--- src/rtl/game_round_controller_pkg.sv ---
// Shared definitions for the game round controller: state encoding,
// default session constants and the speed table defaults used by the sprite logic.
package game_round_controller_pkg;

    typedef enum logic [1:0] {
        ATTRACT = 2'd0,
        PLAY    = 2'd1,
        EVAL    = 2'd2,
        WAIT    = 2'd3
    } round_state_t;

    localparam int DEFAULT_INIT_LIVES     = 3;
    localparam int DEFAULT_LIVES_W        = 3;
    localparam int DEFAULT_LEVEL_W        = 3;
    localparam int DEFAULT_MAX_LEVEL      = 7;
    localparam int DEFAULT_WINS_PER_LEVEL = 3;
    localparam int DEFAULT_SCORE_W        = 16;

    localparam int DEFAULT_SPEED_W        = 4;
    localparam int DEFAULT_BASE_SPEED     = 1;
    localparam int DEFAULT_SPEED_STEP     = 1;

    localparam int BCD_DIGITS             = 4;

endpackage

--- src/rtl/game_bcd_digit.sv ---
// One BCD digit incrementer: adds carry_in, wraps 9->0 with carry out,
// and flags a digit sitting at 9 so the caller can saturate the whole number.
module game_bcd_digit (
    input  logic [3:0] digit,
    input  logic       carry_in,
    output logic [3:0] digit_next,
    output logic       carry_out,
    output logic       saturate
);

    always_comb begin
        saturate   = (digit == 4'd9);
        carry_out  = carry_in & saturate;
        digit_next = digit;
        if (carry_in) begin
            digit_next = saturate ? 4'd0 : digit + 4'd1;
        end
    end

endmodule

--- src/rtl/game_round_controller.sv ---
// Session scheduler above the master game FSM: rounds, score, lives, level, target speed.
// Define GAME_SCORE_BCD_EN for a 4-digit packed BCD score (SCORE_W must then be 16).
module game_round_controller
    import game_round_controller_pkg::*;
#(
    parameter int INIT_LIVES     = DEFAULT_INIT_LIVES,
    parameter int LIVES_W        = DEFAULT_LIVES_W,
    parameter int LEVEL_W        = DEFAULT_LEVEL_W,
    parameter int MAX_LEVEL      = DEFAULT_MAX_LEVEL,
    parameter int WINS_PER_LEVEL = DEFAULT_WINS_PER_LEVEL,
    parameter int SCORE_W        = DEFAULT_SCORE_W,
    parameter int SPEED_W        = DEFAULT_SPEED_W,
    parameter int BASE_SPEED     = DEFAULT_BASE_SPEED,
    parameter int SPEED_STEP     = DEFAULT_SPEED_STEP
) (
    input  logic               clk,
    input  logic               reset_n,
    input  logic               key,
    input  logic               end_of_game_timer_start,
    input  logic               game_won,
    input  logic               end_of_game_timer_running,
    output logic               master_enable,
    output logic               game_over,
    output logic [SCORE_W-1:0] score,
    output logic [LIVES_W-1:0] lives,
    output logic [LEVEL_W-1:0] level,
    output logic [SPEED_W-1:0] target_speed
);

    localparam int STREAK_W     = $clog2(WINS_PER_LEVEL + 1);
    localparam int SPEED_WIDE_W = SPEED_W + LEVEL_W;
    localparam logic [SPEED_WIDE_W-1:0] SPEED_CAP = SPEED_WIDE_W'((1 << SPEED_W) - 1);

    round_state_t          state_reg;
    logic                  key_q_reg;
    logic [STREAK_W-1:0]   streak_reg;

    logic                  key_rise;
    logic [STREAK_W-1:0]   streak_next;
    logic                  level_up;
    logic [SCORE_W-1:0]    score_next;
    logic [SPEED_WIDE_W-1:0] speed_wide;
    logic [SPEED_W-1:0]    speed_next;

    assign key_rise    = key & ~key_q_reg;
    assign streak_next = streak_reg + STREAK_W'(1);
    assign level_up    = (streak_next == STREAK_W'(WINS_PER_LEVEL));

    // Wide sum so a high level cannot wrap before the clamp is applied.
    always_comb begin
        speed_wide = SPEED_WIDE_W'(BASE_SPEED) + SPEED_WIDE_W'(level) * SPEED_WIDE_W'(SPEED_STEP);
        speed_next = (speed_wide > SPEED_CAP) ? SPEED_CAP[SPEED_W-1:0] : speed_wide[SPEED_W-1:0];
    end

`ifdef GAME_SCORE_BCD_EN
    logic [BCD_DIGITS-1:0]   digit_carry_in;
    logic [BCD_DIGITS-1:0]   digit_carry_out;
    logic [BCD_DIGITS-1:0]   digit_sat;
    logic [4*BCD_DIGITS-1:0] bcd_sum;

    assign digit_carry_in = {digit_carry_out[BCD_DIGITS-2:0], 1'b1};

    generate
        for (genvar gi = 0; gi < BCD_DIGITS; gi++) begin : g_bcd
            game_bcd_digit u_digit (
                .digit      (score[gi*4 +: 4]),
                .carry_in   (digit_carry_in[gi]),
                .digit_next (bcd_sum[gi*4 +: 4]),
                .carry_out  (digit_carry_out[gi]),
                .saturate   (digit_sat[gi])
            );
        end
    endgenerate

    // All-nines is the only value that carries out of the top digit.
    assign score_next = ((&digit_sat) | digit_carry_out[BCD_DIGITS-1]) ? score : bcd_sum;
`else
    assign score_next = (&score) ? score : score + SCORE_W'(1);
`endif

    always_ff @(posedge clk or negedge reset_n) begin
        if (!reset_n) begin
            state_reg     <= ATTRACT;
            game_over     <= 1'b1;
            master_enable <= 1'b0;
            score         <= '0;
            lives         <= '0;
            level         <= '0;
            streak_reg    <= '0;
            target_speed  <= SPEED_W'(BASE_SPEED);
            key_q_reg     <= 1'b1;
        end else begin
            key_q_reg    <= key;
            target_speed <= speed_next;
            case (state_reg)
                ATTRACT: begin
                    if (key_rise) begin
                        score         <= '0;
                        lives         <= LIVES_W'(INIT_LIVES);
                        level         <= '0;
                        streak_reg    <= '0;
                        state_reg     <= PLAY;
                        game_over     <= 1'b0;
                        master_enable <= 1'b1;
                    end
                end
                PLAY: begin
                    if (end_of_game_timer_start) begin
                        state_reg <= EVAL;
                    end
                end
                EVAL: begin
                    if (game_won) begin
                        score <= score_next;
                        if (level_up) begin
                            streak_reg <= '0;
                            if (level != LEVEL_W'(MAX_LEVEL)) begin
                                level <= level + LEVEL_W'(1);
                            end
                        end else begin
                            streak_reg <= streak_next;
                        end
                    end else begin
                        if (lives != '0) begin
                            lives <= lives - LIVES_W'(1);
                        end
                        streak_reg <= '0;
                    end
                    state_reg <= WAIT;
                end
                WAIT: begin
                    // Master FSM stays enabled so its end-of-round timer can finish.
                    if (!end_of_game_timer_running) begin
                        if (lives == '0) begin
                            state_reg     <= ATTRACT;
                            game_over     <= 1'b1;
                            master_enable <= 1'b0;
                        end else begin
                            state_reg <= PLAY;
                        end
                    end
                end
                default: begin
                    state_reg     <= ATTRACT;
                    game_over     <= 1'b1;
                    master_enable <= 1'b0;
                end
            endcase
        end
    end

endmodule
--- config.mk ---
export PLATFORM = sky130hd
export DESIGN_NAME = game_round_controller
export DESIGN_NICKNAME = d
export VERILOG_FILES = /design/src/rtl/game_round_controller_pkg.sv /design/src/rtl/game_bcd_digit.sv /design/src/rtl/game_round_controller.sv
export SDC_FILE = /design/constraint.sdc
export NUM_CORES = 1
export LEC_CHECK = 0
export ABC_AREA = 1
export CORE_UTILIZATION = 50
export CTS_CLUSTER_DIAMETER = 100
export DETAILED_ROUTE_END_ITERATION = 8
export PLACE_DENSITY = 0.77
export SLEW_MARGIN = 15
export SYNTH_ARGS = -nofsm -noshare
export SYNTH_HDL_FRONTEND = slang
export SYNTH_SLANG_ARGS = --single-unit
--- constraint.sdc ---
create_clock -name clk -period 2.5 [get_ports clk]
set_clock_uncertainty 0.2 [all_clocks]
set_input_delay 0.5 -clock clk [delete_from_list [all_inputs] [get_ports clk]]
set_output_delay 0.5 -clock clk [all_outputs]
set_load 0.005 [all_outputs]
==> results of run 1 <==
[cells in the final DEF, fill, tap and decap left out, drive strengths merged]
cell type      count
a21boi             2
a21o               1
a21oi              4
a31oi              1
buf                4
clkbuf             6
clkdlybuf4s50     33
clkinv             2
dfrtp             30
dfstp              3
ha                 9
inv               26
nand2             70
nand3             20
nand3b             1
nand4              6
nor2              31
nor3               2
o21ai             26
or2                1
xnor2              3
xor2               3
[layer usage]
metal	vias to the layer above	GRT usage (%)	part of all wire [%]
met4	0	5.97	1.3
met1	747	28.6	48
met5	-	0	0
met3	7	5.25	3.5
met2	29	34.4	47
li1	863	-	-
[cell type report]
class	instances	area, um2
inverters	26	97.6
fillers	292	1110
flip-flops and latches	33	830
clock inverters	2	10.0
clock buffers	6	72.6
well taps	46	57.6
multi-input cells	180	927
repair buffers	37	360
[per-stage QoR]
step / setup WS, ns / util [%]
global placement: 0.252 / 65.5
finish: 0.456 / 67.9
floorplan: 0.723 / -
detailed placement: 0.204 / 65.5
CTS: 0.442 / 67.9
global route: 0.187 / 67.9
[final timing paths]
path / cells after the start / end / startpoint / slack, ns
worst max-delay path: 7 / score[2] / state_reg[0] / 0.46
worst min-delay path: 1 / target_speed[0] / level[0] / 0.26
worst max register to register: 7 / score[2] / state_reg[0] / 0.46
worst min register to register: 1 / target_speed[0] / level[0] / 0.26
max in group asynchronous: 2 / game_over / reset_n / 1.35
min in group asynchronous: 2 / score[9] / reset_n / 0.41
[cells by family (layout without fill, tap and decap cells)]
| group | Yosys count | after routing |
|---|---|---|
| adders and majority gates | 9 | 9 |
| and+or+nand+nor | 131 | 131 |
| DFF | 33 | 33 |
| buffers and inverters | 29 | 71 |
| AOI/OAI and AO/OA | 34 | 34 |
| xor gates and xnor gates | 6 | 6 |
[power breakdown]
| part | switching, uW | leakage [uW] | internal [uW] |
|---|---|---|---|
| clock | 192 | 0.0000450 | 193 |
| sequential | 80.7 | 0.000433 | 656 |
| combinational | 507 | 0.000551 | 357 |
==> impl_metrics.env, run 1 <==
export IMPL_final_cells=330
export IMPL_top_regs="score: 16 flops, target_speed: 4 flops"
export IMPL_synth_compound_area_share_pct=9.91
export IMPL_hold_viol_final=0
export IMPL_gp_congestion=0.801
export IMPL_synth_top_area_share_pct=39.9
export IMPL_timing_setup_tns_ns=0
export IMPL_synth_edf_count=0
export IMPL_cts_root_buf="clkbuf_8"
export IMPL_rows=21
export IMPL_worst_path_buf_inv=2
export IMPL_fp_coreArea_mm2=0.00347
export IMPL_yosysMostFrequentCell="nand2_1"
export IMPL_dp_hpwl_mm=2.76
export IMPL_drv_cap=0
export IMPL_cts_buffer_depth=2
export IMPL_crit_path_end_kind="register"
export IMPL_antenna_left=0
export IMPL_synth_fa_ha_area_share_pct=5.98
export IMPL_ios=34
export IMPL_die_h_um=63.4
export IMPL_ir_drop_uv=633
export IMPL_clock_sink_count=33
export IMPL_port_buffers=33
export IMPL_vias_per_cell=4.99
export IMPL_critPathTopFamily="simple AND/OR/NAND/NOR gates"
export IMPL_synth_nets=257
export IMPL_synth_mux_area_fraction_pct=0
export IMPL_ys_warn_count=0
export IMPL_antennaDiodeCount=0
export IMPL_status="complete, no violations"
export IMPL_synth_top_area_cell="dfrtp_1"
export IMPL_grt_pass1_wl_mm=6.72
export IMPL_grt_pass1_vias=1477
export IMPL_cts_htree_levels=2
export IMPL_vias=1646
export IMPL_min_period_ns=2.04
export IMPL_max_slew_margin_rel_pct=71.8
export IMPL_grtUsageTotal_pct=21.4
export IMPL_ctsHoldBuffers=0
export IMPL_start_kind="register"
export IMPL_dieArea_mm2=0.00401
export IMPL_post_cts_buffers=0
export IMPL_overflow=0
export IMPL_routed_wl_mm=3.75
export IMPL_rsz0062_at_grt="false"
export IMPL_grt_max_degree=34
export IMPL_synth_ff_type="dfrtp_1"
export IMPL_path_class="reg -> reg"
export IMPL_yosysSeqAreaShare_pct=44.1
export IMPL_tightest_slew_ns=0.422
export IMPL_syn_cell_area_mm2=0.00188
export IMPL_ctsResizeCount=0
export IMPL_cellPowerDensity_mw_per_mm2=843
export IMPL_worstPathRequired_ns=2.50
export IMPL_dr_first_iter_drc_count=95
export IMPL_synthXorXnorAreaFrac_pct=2.79
export IMPL_synth_simple_gate_area_share_pct=30.6
export IMPL_routedWlPerCell_um=11.4
export IMPL_netlist_top_cells_count="nand2_1, dfrtp_1, inv_1, nor2_1"
export IMPL_place_inst=322
export IMPL_cts_made_buffers=5
export IMPL_async_flop_share_pct=100
export IMPL_tritoncts="yes"
export IMPL_synth_avg_cell_area_um2=7.78
export IMPL_fin_area_mm2=0.00235
export IMPL_slowest_delay_ns=0.38
export IMPL_clk_pin_slew_worst_paths_ns=0.06
export IMPL_final_setup_viol_count=0
export IMPL_synthCells=242
export IMPL_synth_top_family_by_area="simple AND/OR/NAND/NOR gates"
export IMPL_synthDistinctLibCells=29
export IMPL_cp_cell_sequence="inv_1, ha_1, inv_1, nor2_1, nor2_1, nand3_1, o21ai_0"
export IMPL_hold_path_class="reg -> reg"
export IMPL_synthTopCellsByArea="dfrtp_1, nand2_1, ha_1"
export IMPL_area_growth_pct=25.1
export IMPL_layout_drive_gt1_share_pct=9.51
export IMPL_dpl_cell_area_mm2=0.00227
export IMPL_ys_ff_latch=33
export IMPL_max_freq_ghz=0.489
export IMPL_worst_ep_arrival_time_ns=2.04
export IMPL_insertion_delay_ns=0.28
export IMPL_drv_slew=0
export IMPL_die_w_um=63.4
export IMPL_p_total_uw=1990
export IMPL_crit_fanout=9
export IMPL_largest_register="score"
export IMPL_fin_nets=298
export IMPL_drt_first_pass_iters=4
export IMPL_antenna_found_initial=0
export IMPL_period_share_pct=81.8
export IMPL_drcViolationCount=0
export IMPL_critPathSlowestCell="dfrtp_1"
export IMPL_start_util_pct=54.3
export IMPL_timing_hold_ws_ns=0.259
export IMPL_leakage_uw=0.00103
export IMPL_largest_reg_flops=16
Note: power is estimated with default switching activity, not from simulation.
==> run 2, diff against run 1 <==
--- a/config.mk
+++ b/config.mk
@@ -6,10 +6,10 @@
 export NUM_CORES = 1
 export LEC_CHECK = 0
 export ABC_AREA = 1
-export CORE_UTILIZATION = 50
+export CORE_UTILIZATION = 47
 export CTS_CLUSTER_DIAMETER = 100
 export DETAILED_ROUTE_END_ITERATION = 8
-export PLACE_DENSITY = 0.77
+export PLACE_DENSITY = 0.76
 export SLEW_MARGIN = 15
 export SYNTH_ARGS = -nofsm -noshare
 export SYNTH_HDL_FRONTEND = slang
==> constraint.sdc (replaced) <==
create_clock -name clk -period 1.65 [get_ports clk]
set_clock_uncertainty 0.2 [all_clocks]
set_input_delay 0.33 -clock clk [delete_from_list [all_inputs] [get_ports clk]]
set_output_delay 0.33 -clock clk [all_outputs]
set_load 0.005 [all_outputs]
==> impl_metrics.env, run 2 (synthesis gave the netlist of run 1 again) <==
export IMPL_fin_area_mm2=0.00307
export IMPL_grt_pass1_wl_mm=8.41
export IMPL_setup_ws_ns=-0.145
export IMPL_status="finished, violations left"
export IMPL_cts_htree_levels=2
export IMPL_dp_hpwl_mm=3.15
export IMPL_highest_signal_layer="met4"
export IMPL_vias_per_cell=5.55
export IMPL_violations="setup timing"
export IMPL_path_class="reg -> reg"
export IMPL_vias=2142
export IMPL_p_total_uw=4330
export IMPL_largest_register="score"
export IMPL_hold_viol_final=0
export IMPL_routed_wl_met3_um=496
export IMPL_wl_met2_mm=2.98
export IMPL_worst_path_buf_inv=3
export IMPL_antenna_left=0
export IMPL_dieArea_mm2=0.00426
export IMPL_max_slew_margin_rel_pct=72.5
export IMPL_drv_cap=0
export IMPL_die_h_um=65.3
export IMPL_clk_pin_slew_worst_paths_ns=0.07
export IMPL_critPathTopFamily="simple AND/OR/NAND/NOR gates"
export IMPL_dp_slack_ns=-0.347
export IMPL_dr_first_iter_drc_count=205
export IMPL_start_kind="register"
export IMPL_grt_pass1_vias=1847
export IMPL_slowest_delay_ns=0.37
export IMPL_met1_length_mm=2.38
export IMPL_largest_reg_flops=16
export IMPL_routed_wl_mm=6.06
export IMPL_dpl_cell_area_mm2=0.00251
export IMPL_crit_fanout=4
export IMPL_fp_coreArea_mm2=0.00374
export IMPL_crit_top_cell="nand3_1"
export IMPL_mostFrequentLayoutCells="nand2_1, buf_4, dfrtp_1, inv_1, dlygate4sd2_1"
export IMPL_routedWlPerCell_um=15.7
export IMPL_die_w_um=65.3
export IMPL_layout_drive_gt1_share_pct=38.2
export IMPL_rows=22
export IMPL_insertion_delay_ns=0.29
export IMPL_tritoncts="yes"
export IMPL_antenna_found_initial=0
export IMPL_hold_path_class="in -> async"
export IMPL_leakage_uw=0.00157
export IMPL_place_inst=348
export IMPL_period_share_pct=109
export IMPL_grt_max_degree=34
export IMPL_max_freq_ghz=0.557
export IMPL_rsz0062_at_grt="true"
export IMPL_final_cells=386
export IMPL_critPathSlowestCell="dfrtp_2"
export IMPL_cp_cell_sequence="buf_6, ha_4, buf_4, nand3_1, nor2_1, buf_4, nand3_1, a21oi_1, nand3_1, nand2_1"
export IMPL_top_regs="score: 16 flops, target_speed: 4 flops"
export IMPL_drcViolationCount=0
export IMPL_min_period_ns=1.79
export IMPL_worstPathRequired_ns=1.67
export IMPL_tightest_slew_ns=0.410
export IMPL_cts_buffer_depth=2
export IMPL_cellPowerDensity_mw_per_mm2=1410
export IMPL_ctsHoldBuffers=0
export IMPL_timing_setup_tns_ns=-1.25
export IMPL_overflow=0
export IMPL_drt_first_pass_iters=5
export IMPL_ir_drop_uv=1100
export IMPL_cts_made_buffers=5
export IMPL_area_growth_pct=63.2
export IMPL_final_common_cell="nand2_1"
export IMPL_cts_root_buf="clkbuf_8"
export IMPL_ios=34
export IMPL_port_buffers=33
export IMPL_worst_ep_arrival_time_ns=1.82
export IMPL_gp_congestion=0.849
export IMPL_crit_path_end_kind="register"
export IMPL_fin_nets=352
export IMPL_start_util_pct=50.3
export IMPL_antennaDiodeCount=0
export IMPL_final_setup_viol_count=19
export IMPL_clock_sink_count=33
export IMPL_grtUsageTotal_pct=25.9
export IMPL_drv_slew=0
[run 2: cell types whose count changed in the layout (fill, tap and decap cells not counted), sizes merged]
cell,change
clkinv,-1
dlygate4sd2,+19
nand2,+2
dlymetal6s2s,+6
buf,+52
clkbuf,+4
clkdlybuf4s50,-28
[run 2: report_power, final]
part	switching [uW]	internal, uW
registers	102	998
clock network	301	377
logic	1350	1200
total	1750	2580
[run 2: stage by stage]
step                utilization [%]  hold slack (ns)
CTS                            77.2            0.215
floorplan                         -           -0.166
global placement               67.0            0.253
finish                         82.1            0.201
detailed placement             67.0            0.253
global route                   82.1            0.224
[run 2: path summary, 6_finish.rpt]
check                           startpoint              end  slack [ns]  cells past startpoint
min in group clk                 game_over        game_over        0.27                      2
worst min register to register   game_over        game_over        0.27                      2
worst min-delay path               reset_n    master_enable        0.20                      2
max in group asynchronous          reset_n  target_speed[0]        0.80                      2
worst max register to register    score[0]        score[14]       -0.14                     10
worst max-delay path              score[0]        score[14]       -0.14                     10
[run 2: routing by layer]
layer | vias to the layer above | track usage (%)
li1 | 977 | -
met3 | 31 | 6.25
met4 | 0 | 8.97
met5 | - | 0
met2 | 145 | 43.0
met1 | 989 | 32.7
[run 2: cell type report]
type / count / area [um2]
Timing Repair Buffer: 89 / 762
Fill cell: 210 / 672
Multi-Input combinational cell: 182 / 1210
Clock inverter: 1 / 5.00
Tap cell: 48 / 60.1
Inverter: 26 / 97.6
Clock buffer: 7 / 96.3
Sequential cell: 33 / 838
[run 2: timing repair]
| action | 4_1_cts | 5_1_grt |
|---|---|---|
| gates cloned | 2 | 0 |
| resized for setup | 59 | 50 |
| setup buffers | 21 | 8 |
| pin swaps | 14 | 23 |
| setup endpoints to repair | 48 | 33 |
